==> src/rtl/encrypt_req_arbiter.sv <==
`default_nettype none
// ============================================================================
// Module   : encrypt_req_arbiter
// Purpose  : Round-robin frame arbiter, config register owner and output
//            tagger for the shared XOR/rotate encryption pipe.
// Revision : 1.0
// ============================================================================
module encrypt_req_arbiter #(
    parameter int PIPE_LAT = 1,
    parameter int TIMEOUT  = 16
) (
    input  logic        clk,
    input  logic        rst,
    input  logic        cfg_we,
    input  logic [1:0]  cfg_addr,
    input  logic [7:0]  cfg_wdata,
    input  logic [1:0]  req_valid,
    input  logic [15:0] req_data,
    input  logic [1:0]  req_last,
    output logic [1:0]  req_ready,
    output logic        pipe_en,
    output logic [7:0]  pipe_din,
    output logic [7:0]  pipe_k1,
    output logic [7:0]  pipe_k2,
    output logic [7:0]  pipe_k3,
    output logic [2:0]  pipe_rot_freq,
    output logic        pipe_mode,
    output logic        pipe_rst_n,
    input  logic [7:0]  enc_data,
    input  logic        enc_valid,
    output logic        out_valid,
    output logic [7:0]  out_data,
    output logic        out_id,
    output logic        out_last,
    output logic        abort,
    output logic        cfg_err
);

    typedef enum logic [1:0] {
        IDLE    = 2'd0,
        RESTART = 2'd1,
        STREAM  = 2'd2,
        DRAIN   = 2'd3
    } state_t;

    state_t              r_state;
    logic                r_gnt;
    logic                r_pri;
    logic                r_any_acc;
    logic [7:0]          r_idle_cnt;
    logic [1:0]          r_drain_cnt;
    logic [PIPE_LAT-1:0] r_tag_v;
    logic [PIPE_LAT-1:0] r_tag_id;
    logic [PIPE_LAT-1:0] r_tag_last;
    logic                r_abort;
    logic                r_cfg_err;
    logic                r_pipe_rst_n;
    logic [7:0]          r_k1;
    logic [7:0]          r_k2;
    logic [7:0]          r_k3;
    logic [2:0]          r_rot;
    logic                r_mode;

    logic w_stream;
    logic w_valid_g;
    logic w_last_g;
    logic w_accept;
    logic w_timeout;
    logic w_grant;
    logic w_winner;
    logic w_push;
    logic w_push_last;

    assign w_stream    = (r_state == STREAM);
    assign w_valid_g   = req_valid[r_gnt];
    assign w_last_g    = req_last[r_gnt];
    assign w_accept    = w_stream && w_valid_g;
    assign w_timeout   = w_stream && !w_valid_g && (r_idle_cnt == 8'(TIMEOUT - 1));
    assign w_grant     = (r_state == IDLE) && r_mode && (|req_valid);
    assign w_winner    = (&req_valid) ? r_pri : req_valid[1];
    // A timeout closes the frame with a last-only tag; an empty frame has nothing to close.
    assign w_push      = w_accept || (w_timeout && r_any_acc);
    assign w_push_last = w_accept ? w_last_g : 1'b1;

    assign req_ready     = w_stream ? (r_gnt ? 2'b10 : 2'b01) : 2'b00;
    assign pipe_en       = w_accept;
    assign pipe_din      = req_data[{r_gnt, 3'b000} +: 8];
    assign pipe_k1       = r_k1;
    assign pipe_k2       = r_k2;
    assign pipe_k3       = r_k3;
    assign pipe_rot_freq = r_rot;
    assign pipe_mode     = r_mode;
    assign pipe_rst_n    = r_pipe_rst_n;
    assign out_valid     = enc_valid;
    assign out_data      = enc_data;
    assign out_id        = r_tag_id[PIPE_LAT-1];
    assign out_last      = r_tag_v[PIPE_LAT-1] && r_tag_last[PIPE_LAT-1];
    assign abort         = r_abort;
    assign cfg_err       = r_cfg_err;

    always_ff @(posedge clk or posedge rst) begin
        if (rst) begin
            r_state      <= IDLE;
            r_gnt        <= 1'b0;
            r_pri        <= 1'b0;
            r_any_acc    <= 1'b0;
            r_idle_cnt   <= 8'd0;
            r_drain_cnt  <= 2'd0;
            r_tag_v      <= '0;
            r_tag_id     <= '0;
            r_tag_last   <= '0;
            r_abort      <= 1'b0;
            r_cfg_err    <= 1'b0;
            r_pipe_rst_n <= 1'b0;
            r_k1         <= 8'd0;
            r_k2         <= 8'd0;
            r_k3         <= 8'd0;
            r_rot        <= 3'd0;
            r_mode       <= 1'b0;
        end else begin
            r_abort   <= 1'b0;
            r_cfg_err <= cfg_we && (r_state != IDLE);

            r_tag_v[0]    <= w_push;
            r_tag_id[0]   <= r_gnt;
            r_tag_last[0] <= w_push_last;
            for (int i = 1; i < PIPE_LAT; i++) begin
                r_tag_v[i]    <= r_tag_v[i-1];
                r_tag_id[i]   <= r_tag_id[i-1];
                r_tag_last[i] <= r_tag_last[i-1];
            end

            case (r_state)
                IDLE: begin
                    r_pipe_rst_n <= 1'b1;
                    if (cfg_we) begin
                        case (cfg_addr)
                            2'd0:    r_k1 <= cfg_wdata;
                            2'd1:    r_k2 <= cfg_wdata;
                            2'd2:    r_k3 <= cfg_wdata;
                            default: begin
                                r_mode <= cfg_wdata[3];
                                r_rot  <= cfg_wdata[2:0];
                            end
                        endcase
                    end
                    if (w_grant) begin
                        r_gnt        <= w_winner;
                        r_pipe_rst_n <= 1'b0;
                        r_state      <= RESTART;
                    end
                end
                RESTART: begin
                    r_pipe_rst_n <= 1'b1;
                    r_idle_cnt   <= 8'd0;
                    r_any_acc    <= 1'b0;
                    r_state      <= STREAM;
                end
                STREAM: begin
                    if (w_accept) begin
                        r_idle_cnt <= 8'd0;
                        r_any_acc  <= 1'b1;
                        if (w_last_g) begin
                            r_pri       <= ~r_gnt;
                            r_drain_cnt <= 2'd0;
                            r_state     <= DRAIN;
                        end
                    end else if (w_timeout) begin
                        r_abort     <= 1'b1;
                        r_pri       <= ~r_gnt;
                        r_drain_cnt <= 2'd0;
                        r_state     <= DRAIN;
                    end else begin
                        r_idle_cnt <= r_idle_cnt + 8'd1;
                    end
                end
                default: begin
                    if (r_drain_cnt == 2'(PIPE_LAT - 1)) begin
                        r_state <= IDLE;
                    end else begin
                        r_drain_cnt <= r_drain_cnt + 2'd1;
                    end
                end
            endcase
        end
    end

endmodule
`default_nettype wire
==> config.mk <==
export PLATFORM = sky130hd
export DESIGN_NAME = encrypt_req_arbiter
export DESIGN_NICKNAME = d
export VERILOG_FILES = /design/src/rtl/encrypt_req_arbiter.sv
export SDC_FILE = /design/constraint.sdc
export NUM_CORES = 1
export LEC_CHECK = 0
export BUFFER_PORTS_ARGS = -buffer_cell sky130_fd_sc_hd__buf_4
export CORE_MARGIN = 3
export CORE_UTILIZATION = 45
export DETAILED_ROUTE_END_ITERATION = 6
export HOLD_SLACK_MARGIN = 0.05
export MAX_ROUTING_LAYER = met4
export PLACE_DENSITY = 0.71
export SLEW_MARGIN = 20
export SYNTH_ARGS = -nofsm -noshare
export SYNTH_HDL_FRONTEND = slang
export SYNTH_SLANG_ARGS = --single-unit
export TNS_END_PERCENT = 10
==> constraint.sdc <==
create_clock -name clk -period 2.1 [get_ports clk]
set_clock_uncertainty 0.1 [all_clocks]
set_input_delay 0.105 -clock clk [delete_from_list [all_inputs] [get_ports clk]]
set_output_delay 0.105 -clock clk [all_outputs]
set_load 0.005 [all_outputs]
==> qor.txt, run 1 <==
PwrDens: 1300 nW/um^2
Min Tclk post-route: 1.94 ns
Critical Path End Type: output port
CP cell instances: inv_1 -> ha_1 -> inv_1 -> nor2_1 -> buf_4
Gr ovfl total: 0
Max VDD drop: 0.767 mV
CTS sink cnt: 49
Global-route wire length before repair: 8420 um
Post-synth top area share: 52.4%
Combinational power share: 46.5%
Commonest cells after routing, fill and taps aside: buf_4, dfrtp_1, mux2_2
Top cell by count, worst path: inv_1
WHS: 0.110 ns
Seq/Total Area, Yosys: 52.4%
Clock Tree Root: clkbuf_8
Distinct cells, synth: 39
CP delay by family, top: buffers and inverters
Leakage Power: 0.00156 uW
# DRC: 0
Critical path buffer and inverter count: 3
Port bufs: 76
Req. time, crit path: 1.89 ns
Setup Crit Path Kind: flop to output port
Max stage delay cell, worst path: dfrtp_1
Slew Limit Fails: 0
Vias per inst: 5.01
Die X: 78.1 um
Reg2reg start: r_idle_cnt[0]$_DFFE_PP0P_
Clock power share: 16.1%
Largest net degree at the start of global routing: 29
Critical Path Source Type: flop
Crit path arrival time: 1.74 ns
Register bit total from synthesis: 49
Diodes inserted: 0
Area growth, synth to finish: 36.2%
Synth warn: 0
Slew HR: 61.5%
Most common cell after layout, fill and taps aside: buf_4
Dpl cells: 326
Worst-Margin Slew: 0.576 ns
DIE HEIGHT: 78.1 um
Htree depth: 2
Sw power: 1320 uW
Hold Crit Endpoint: out_data[1]
Synth Net Count: 238
Core area: 4880 sq um
Die Outline Area: 6110 sq um
Hold Vio Cnt, Final: 0
Hold wc startpoint: enc_data[1]
Fillcell total: 400
Fin cells: 347
Post-CTS setup repair buffer count: 0
Post-Route WL: 4980 um
I/O pin cnt: 95
Worst min path class: primary input to output port
Clock buffer depth: 2
Fin Setup TNS: 0 ns
Initial antenna violation count: 0
Nets: 327
ANT nets after route: 0
WL per Instance: 14.3 um
Setup violators final: 0
Mean post-synth cell area: 12.3 sq um
Internal: 2820 uW
Worst Hold Depth: 0
Number of synthesized flops with an enable pin: 0
RSZ-0062 raised after global routing: false
Layout Utilization: 65.4%
Vias in the first global route: 1712
Fmax: 515 MHz
Reg2reg path depth: 6
Placer Congestion: 0.835
Initial Util: 48.0%
Status: completed
Detailed Routing Iterations Pass 1: 4
Final worst path period share: 92.5%
TritonCTS buffer count: 5
Reg clk slew, reported paths: 0.09 ns
Worst R2R End: r_state[1]$_DFFE_PP0P_
Clock Latency Late Sink: 0.29 ns
DRT iter0 DRCs: 86
Fraction of registers with async set/reset: 100%
CP Depth: 5
Dpl cell area: 2950 sq um
Setup slack, reg-to-reg: 0.18 ns
# Max-Cap Violations: 0
Seq pwr share: 37.4%
HPWL Detailed: 3760 um
Slowest cell delay on critical path: 0.41 ns
Layout cells sized above 1: 47.9%
Via Count: 1740
Fin area: 3190 sq um
Top FF cell, synth: dfrtp_1
Synth top area cells: dfrtp_1, mux2_2, buf_4, ha_1, nand2_1
CP Max Fanout: 7
Gr usage total: 17.6%
Std-Cell Rows: 25
Synth Cell Area: 2340 sq um
CTS tree: done
Switching Fraction: 31.8%
Post-Syn Instances: 190
Dominant cell type by area after synthesis: dfrtp_1
[worst max-delay path by stage]
| stage | from | endpoint |
|---|---|---|
| 6_report | r_state[0]$_DFFE_PP0P_ | pipe_en |
| 5_1_grt | r_state[0]$_DFFE_PP0P_ | pipe_en |
| 3_5_place_dp | r_idle_cnt[0]$_DFFE_PP0P_ | r_state[1]$_DFFE_PP0P_ |
| 4_1_cts | r_state[0]$_DFFE_PP0P_ | pipe_en |
| 2_1_floorplan | r_state[0]$_DFFE_PP0P_ | pipe_k1[0]$_DFFE_PP0P_ |
| 3_3_place_gp | r_idle_cnt[0]$_DFFE_PP0P_ | r_state[1]$_DFFE_PP0P_ |
[metrics by stage]
| step | setup slack [ns] | total power [uW] |
|---|---|---|
| CTS | 0.118 | 4210 |
| finish | 0.157 | 4140 |
| global route | 0.0142 | 4450 |
| detailed placement | 0.214 | 3480 |
| floorplan | 0.308 | 2630 |
| global placement | 0.265 | 3440 |
[metal layers]
layer	global-route usage, %	wire length (um)	up-vias	share of wire [%]
met4	5.07	51	0	1.0
li1	-	-	834	-
met1	22.5	2180	839	44
met5	-	0	-	0
met2	28.4	2400	60	48
met3	3.67	347	7	7.0
[state kept, by name (all words and copies together), names as in the netlist]
register / flops
abort: 1
pipe_k1: 8
r_state: 2
pipe_k3: 8
pipe_rot_freq: 3
r_tag_v: 1
pipe_mode: 1
pipe_rst_n: 1
r_drain_cnt: 2
r_gnt: 1
r_pri: 1
cfg_err: 1
r_tag_last: 1
pipe_k2: 8
r_any_acc: 1
r_idle_cnt: 8
out_id: 1
[power by group through the flow]
| stage | Sequential (uW) | Clock [uW] | Combinational [uW] |
|---|---|---|---|
| floorplan | 1550 | 0 | 1090 |
| global placement | 1550 | 0 | 1890 |
| detailed placement | 1570 | 0 | 1920 |
| CTS | 1550 | 698 | 1960 |
| global route | 1600 | 715 | 2140 |
| finish | 1550 | 666 | 1930 |
[synthesized netlist by cell type (3+ instances only)]
cell type   n
nand2_1    13
and2_1      5
buf_4      10
o21ai_0     3
nor2_1     13
xor2_1      5
inv_1       9
a21oi_1     4
dfrtp_1    49
ha_1        6
nand4_1     5
mux2_2     36
[layout make-up]
class | instances | area (sq um) | area share (%)
Clock buffer | 6 | 72.6 | 2.28
Tap cell | 67 | 83.8 | 2.63
Timing Repair Buffer | 95 | 746 | 23.4
Inverter | 9 | 33.8 | 1.06
Sequential cell | 49 | 1230 | 38.4
Clock inverter | 2 | 38.8 | 1.22
Multi-Input combinational cell | 119 | 988 | 31.0
[timing repair]
item | CTS | global route
hold buffers | 13 | 0
gates resized for setup | 0 | 0
endpoints found under the hold margin | 57 | 0
[cells by family (layout without fill, tap and decap cells)]
logic type      count (synthesis)  after routing  synth area share (%)
buf+inv                        22            112                  5.45
mux                            40             40                  20.0
fa+ha+maj                       6              6                  3.21
compound gates                 17             17                  5.02
simple gates                   50             50                  11.8
flops                          49             49                  52.4
xor+xnor                        6              6                  2.24
(Power assumes the default switching activity.)
==> inputs of run 2 (changes only) <==
--- a/config.mk
+++ b/config.mk
@@ -7,12 +7,10 @@
 export LEC_CHECK = 0
 export BUFFER_PORTS_ARGS = -buffer_cell sky130_fd_sc_hd__buf_4
 export CORE_MARGIN = 3
-export CORE_UTILIZATION = 45
+export CORE_UTILIZATION = 48
 export DETAILED_ROUTE_END_ITERATION = 6
 export HOLD_SLACK_MARGIN = 0.05
-export MAX_ROUTING_LAYER = met4
-export PLACE_DENSITY = 0.71
-export SLEW_MARGIN = 20
+export PLACE_DENSITY = 0.76
 export SYNTH_ARGS = -nofsm -noshare
 export SYNTH_HDL_FRONTEND = slang
 export SYNTH_SLANG_ARGS = --single-unit
==> qor.txt, run 2 (synthesis results as in run 1) <==
Vias per inst: 5.01
Initial antenna violation count: 0
PwrDens: 1270 nW/um^2
Met3 Usage GRT: 4.49%
Critical Path End Type: output port
TritonCTS buffer count: 5
Clock Latency Late Sink: 0.31 ns
Detailed Routing Iterations Pass 1: 4
Die X: 75.9 um
Std-Cell Rows: 24
Fin Setup TNS: 0 ns
Diodes inserted: 0
Nets: 327
Vias in the first global route: 1753
# Max-Cap Violations: 0
Layout cells sized above 1: 48.2%
Post-CTS sizing: 0
Port bufs: 76
Slew Limit Fails: 0
ANT nets after route: 0
CP Max Fanout: 7
Status: completed
Commonest cells after routing, fill and taps aside: buf_4, dfrtp_1, mux2_2
Leakage Power: 0.00155 uW
Reg clk slew, reported paths: 0.09 ns
Final worst path period share: 92.9%
Met2 global-route usage: 31.6%
Post-Route WL: 4990 um
Initial Util: 51.7%
Critical Path Source Type: flop
Slew HR: 59.8%
RSZ-0062 raised after global routing: false
Setup Crit Path Kind: flop to output port
Most common cell after layout, fill and taps aside: buf_4
Setup violators final: 0
Crit path arrival time: 1.75 ns
Area growth, synth to finish: 35.3%
Global-route wire length before repair: 7910 um
Max VDD drop: 0.661 mV
GRT Max-Usage Layer: met2
CTS tree: done
Fin area: 3170 sq um
WL per Instance: 14.5 um
# DRC: 0
Largest net degree at the start of global routing: 30
Core area: 4530 sq um
Worst-Margin Slew: 0.602 ns
Worst min path class: primary input to output port
Gr ovfl total: 0
DIE HEIGHT: 75.9 um
Clock Tree Root: clkbuf_8
Placer Congestion: 0.814
Htree depth: 2
DRT iter0 DRCs: 73
Hold Vio Cnt, Final: 0
Fmax: 512 MHz
I/O pin cnt: 95
Via Count: 1730
CTS sink cnt: 49
Die Outline Area: 5750 sq um
Min Tclk post-route: 1.95 ns
Dpl cell area: 2950 sq um
Gr usage total: 18.4%
GRT met1 Usage: 22.2%
Clock buffer depth: 2
HPWL Detailed: 3740 um
Req. time, crit path: 1.89 ns
-- run 2: worst paths after layout --
kind	startpoint	endpoint	slack, ns	depth (start not counted)
hold reg to reg	r_any_acc$_DFFE_PP0P_	r_tag_v$_DFF_PP0_	0.40	1
max in group asynchronous	rst	r_idle_cnt[2]$_DFFE_PP0P_	0.99	4
setup reg to reg	r_idle_cnt[0]$_DFFE_PP0P_	r_state[1]$_DFFE_PP0P_	0.21	6
hold / removal	enc_data[2]	out_data[2]	0.11	0
setup / recovery	r_state[0]$_DFFE_PP0P_	pipe_en	0.15	5
min in group asynchronous	rst	r_idle_cnt[4]$_DFFE_PP0P_	0.32	3
-- run 2: power by group --
| part | total, uW | switching (uW) | internal (uW) |
|---|---|---|---|
| clock | 569 | 328 | 241 |
| sequential | 1550 | 222 | 1330 |
| combinational | 1920 | 782 | 1130 |
| total | 4030 | 1330 | 2700 |
-- run 2: layer usage --
metal / part of all wire (%) / wire, um
met3: 7.4 / 371
met1: 41 / 2030
met5: 0 / 0
met4: 1.9 / 93
met2: 50 / 2500
-- run 2: stage by stage --
| step | setup slack, ns | hold slack (ns) | power, uW | cells | utilization (%) |
|---|---|---|---|---|---|
| 6_report | 0.148 | 0.110 | 4030 | 345 | 69.9 |
| 5_1_grt | 0.00608 | 0.110 | 4350 | 345 | 69.9 |
| 4_1_cts | 0.125 | 0.110 | 4080 | 345 | 69.9 |
| 3_5_place_dp | 0.227 | 0.110 | 3470 | 324 | 65.0 |
| 3_3_place_gp | 0.260 | 0.110 | 3430 | 324 | 65.0 |
| 2_1_floorplan | 0.308 | 0.124 | 2630 | 190 | - |
-- run 2: final cells by class --
cell class              count  area, sq um
inverters                   9         33.8
multi-input cells         119          988
clock buffers               5         68.8
repair buffers             95          746
fillers                   358         1370
flip-flops and latches     49         1230
clock inverters             3         25.0
well taps                  65         81.3
-- run 2: critical path, cell delays in order, from the launching register on --
cell     delay (ns)
dfrtp_1        0.41
inv_1          0.11
ha_1           0.33
inv_1          0.14
nor2_1         0.29
buf_4          0.18
-- run 2: repair_timing --
| item | CTS | global route |
|---|---|---|
| endpoints found under the hold margin | 58 | 0 |
| hold buffers | 13 | 0 |
| setup buffers | 0 | 0 |
==> inputs of run 3 (changes only) <==
--- a/config.mk
+++ b/config.mk
@@ -9,6 +9,7 @@
 export CORE_MARGIN = 3
 export CORE_UTILIZATION = 48
 export DETAILED_ROUTE_END_ITERATION = 6
+export GPL_TIMING_DRIVEN = 0
 export HOLD_SLACK_MARGIN = 0.05
 export PLACE_DENSITY = 0.76
 export SYNTH_ARGS = -nofsm -noshare
==> qor.txt, run 3 (synthesis results as in run 1) <==
Worst R2R End: pipe_k3[1]$_DFFE_PP0P_
DIE HEIGHT: 75.9 um
Worst-Margin Slew: 0.465 ns
Crit path arrival time: 2.08 ns
Reg2reg path depth: 7
Via Count: 1823
Die X: 75.9 um
Core area: 4530 sq um
Area growth, synth to finish: 42.3%
CP Max Fanout: 9
Critical Path End Type: flop
Setup violators final: 0
Worst setup margin: 0.114 ns
RSZ-0062 raised after global routing: false
Min Tclk post-route: 1.99 ns
Dpl ws: 0.0182 ns
Fmax: 503 MHz
Most common cell after layout, fill and taps aside: buf_4
Reg2reg start: r_state[0]$_DFFE_PP0P_
Req. time, crit path: 2.19 ns
CTS sink cnt: 49
Vias in the first global route: 1790
Std-Cell Rows: 24
Max VDD drop: 0.618 mV
Slew Limit Fails: 0
Global-route wire length before repair: 8240 um
Hold Vio Cnt, Final: 0
Leakage Power: 0.00164 uW
Htree depth: 2
TritonCTS buffer count: 5
Clock Latency Late Sink: 0.31 ns
I/O pin cnt: 95
ANT nets after route: 0
Clock Tree Root: clkbuf_8
# Max-Cap Violations: 0
CTS tree: done
Post-CTS setup repair buffer count: 0
Reg clk slew, reported paths: 0.09 ns
Critical Path Source Type: flop
Nets: 344
Slew HR: 68.9%
Slowest cell delay on critical path: 0.39 ns
CP cell instances: inv_1 -> ha_1 -> buf_4 -> nand2_1 -> nor2_1 -> nand2_1 -> mux2_2
Die Outline Area: 5750 sq um
Detailed Routing Iterations Pass 1: 4
Largest net degree at the start of global routing: 37
Top cell by count, worst path: nand2_1
Diodes inserted: 0
Setup crit start: r_state[0]$_DFFE_PP0P_
Vias per inst: 5.04
HPWL Detailed: 3970 um
Hold wc startpoint: req_last[1]
Fin Setup TNS: 0 ns
Setup slack, reg-to-reg: 0.11 ns
Critical path endpoint: pipe_k3[1]$_DFFE_PP0P_
Max stage delay cell, worst path: dfrtp_1
Worst min path class: primary input to flop
Clock buffer depth: 2
Status: completed
Initial Util: 51.7%
Gr ovfl total: 0
Setup Crit Path Kind: flop to flop
Initial antenna violation count: 0
Layout cells sized above 1: 50.5%
# DRC: 0
Placer Congestion: 0.732
Post-Route WL: 5420 um
PwrDens: 1260 nW/um^2
Final worst path period share: 94.6%
Commonest cells after routing, fill and taps aside: buf_4, dfrtp_1, mux2_2
DRT iter0 DRCs: 82
Gr usage total: 19.2%
WL per Instance: 15.0 um
Port bufs: 85
Fillcell total: 337
[run 3: cell count changes in the layout (fill, tap and decap cells not counted), sizes merged]
cell and change:
clkbuf +3, bufinv +1, clkinvlp -1, buf +15, inv -1
[run 3: routing by layer]
layer  up-vias  track usage (%)  share of wire (%)
met3         5             3.83                7.5
met1       876             23.2                 40
li1        869                -                  -
met5         -                0                  0
met4         0             7.57               0.94
met2        73             33.7                 51
[run 3: power by group]
group | switching [uW] | leakage, uW | internal [uW]
Combinational | 828 | 0.000984 | 1160
Clock | 327 | 0.0000554 | 358
Sequential | 201 | 0.000604 | 1330
[run 3: critical path, delay by kind of cell (launching register included)]
family / cells / cell delay (ns)
and+or+nand+nor: 3 / 0.53
muxes: 1 / 0.39
adders and majority gates: 1 / 0.20
DFF: 1 / 0.39
buffers and inverters: 2 / 0.25
[run 3: how the worst min path moves through the flow]
stage | to | slack [ns] | depth (start not counted)
5_1_grt | pipe_k1[7]$_DFFE_PP0P_ | 0.13 | 3
3_5_place_dp | r_idle_cnt[5]$_DFFE_PP0P_ | -0.01 | 2
2_1_floorplan | r_gnt$_DFFE_PP0P_ | 0.12 | 1
4_1_cts | r_pri$_DFFE_PP0P_ | 0.12 | 4
3_3_place_gp | cfg_err$_DFF_PP0_ | 0.25 | 2
6_report | r_pri$_DFFE_PP0P_ | 0.12 | 4
[run 3: repair_timing]
item                       in CTS  in global routing
setup endpoints to repair       1                  2
resized for setup               1                  1
hold endpoints to repair       80                  0
hold buffers                   13                  0
[run 3: layout make-up]
type	count	area, sq um	share of cell area (%)
flip-flops and latches	49	1230	36.8
multi-input cells	119	997	29.9
repair buffers	99	788	23.7
plain buffers	13	93.8	2.82
well taps	65	81.3	2.44
clock buffers	6	72.6	2.18
clock inverters	2	38.8	1.16
inverters	9	33.8	1.01
[run 3: stage by stage]
step / hold slack, ns / cell area, sq um / util (%) / instances / power, uW
floorplan: 0.124 / 2340 / - / 190 / 2630
CTS: 0.125 / 3330 / 73.4 / 362 / 4220
global placement: 0.249 / 3060 / 67.5 / 340 / 3440
finish: 0.119 / 3330 / 73.5 / 362 / 4200
detailed placement: -0.0128 / 3080 / 68.0 / 341 / 3510
global route: 0.132 / 3330 / 73.5 / 362 / 4500
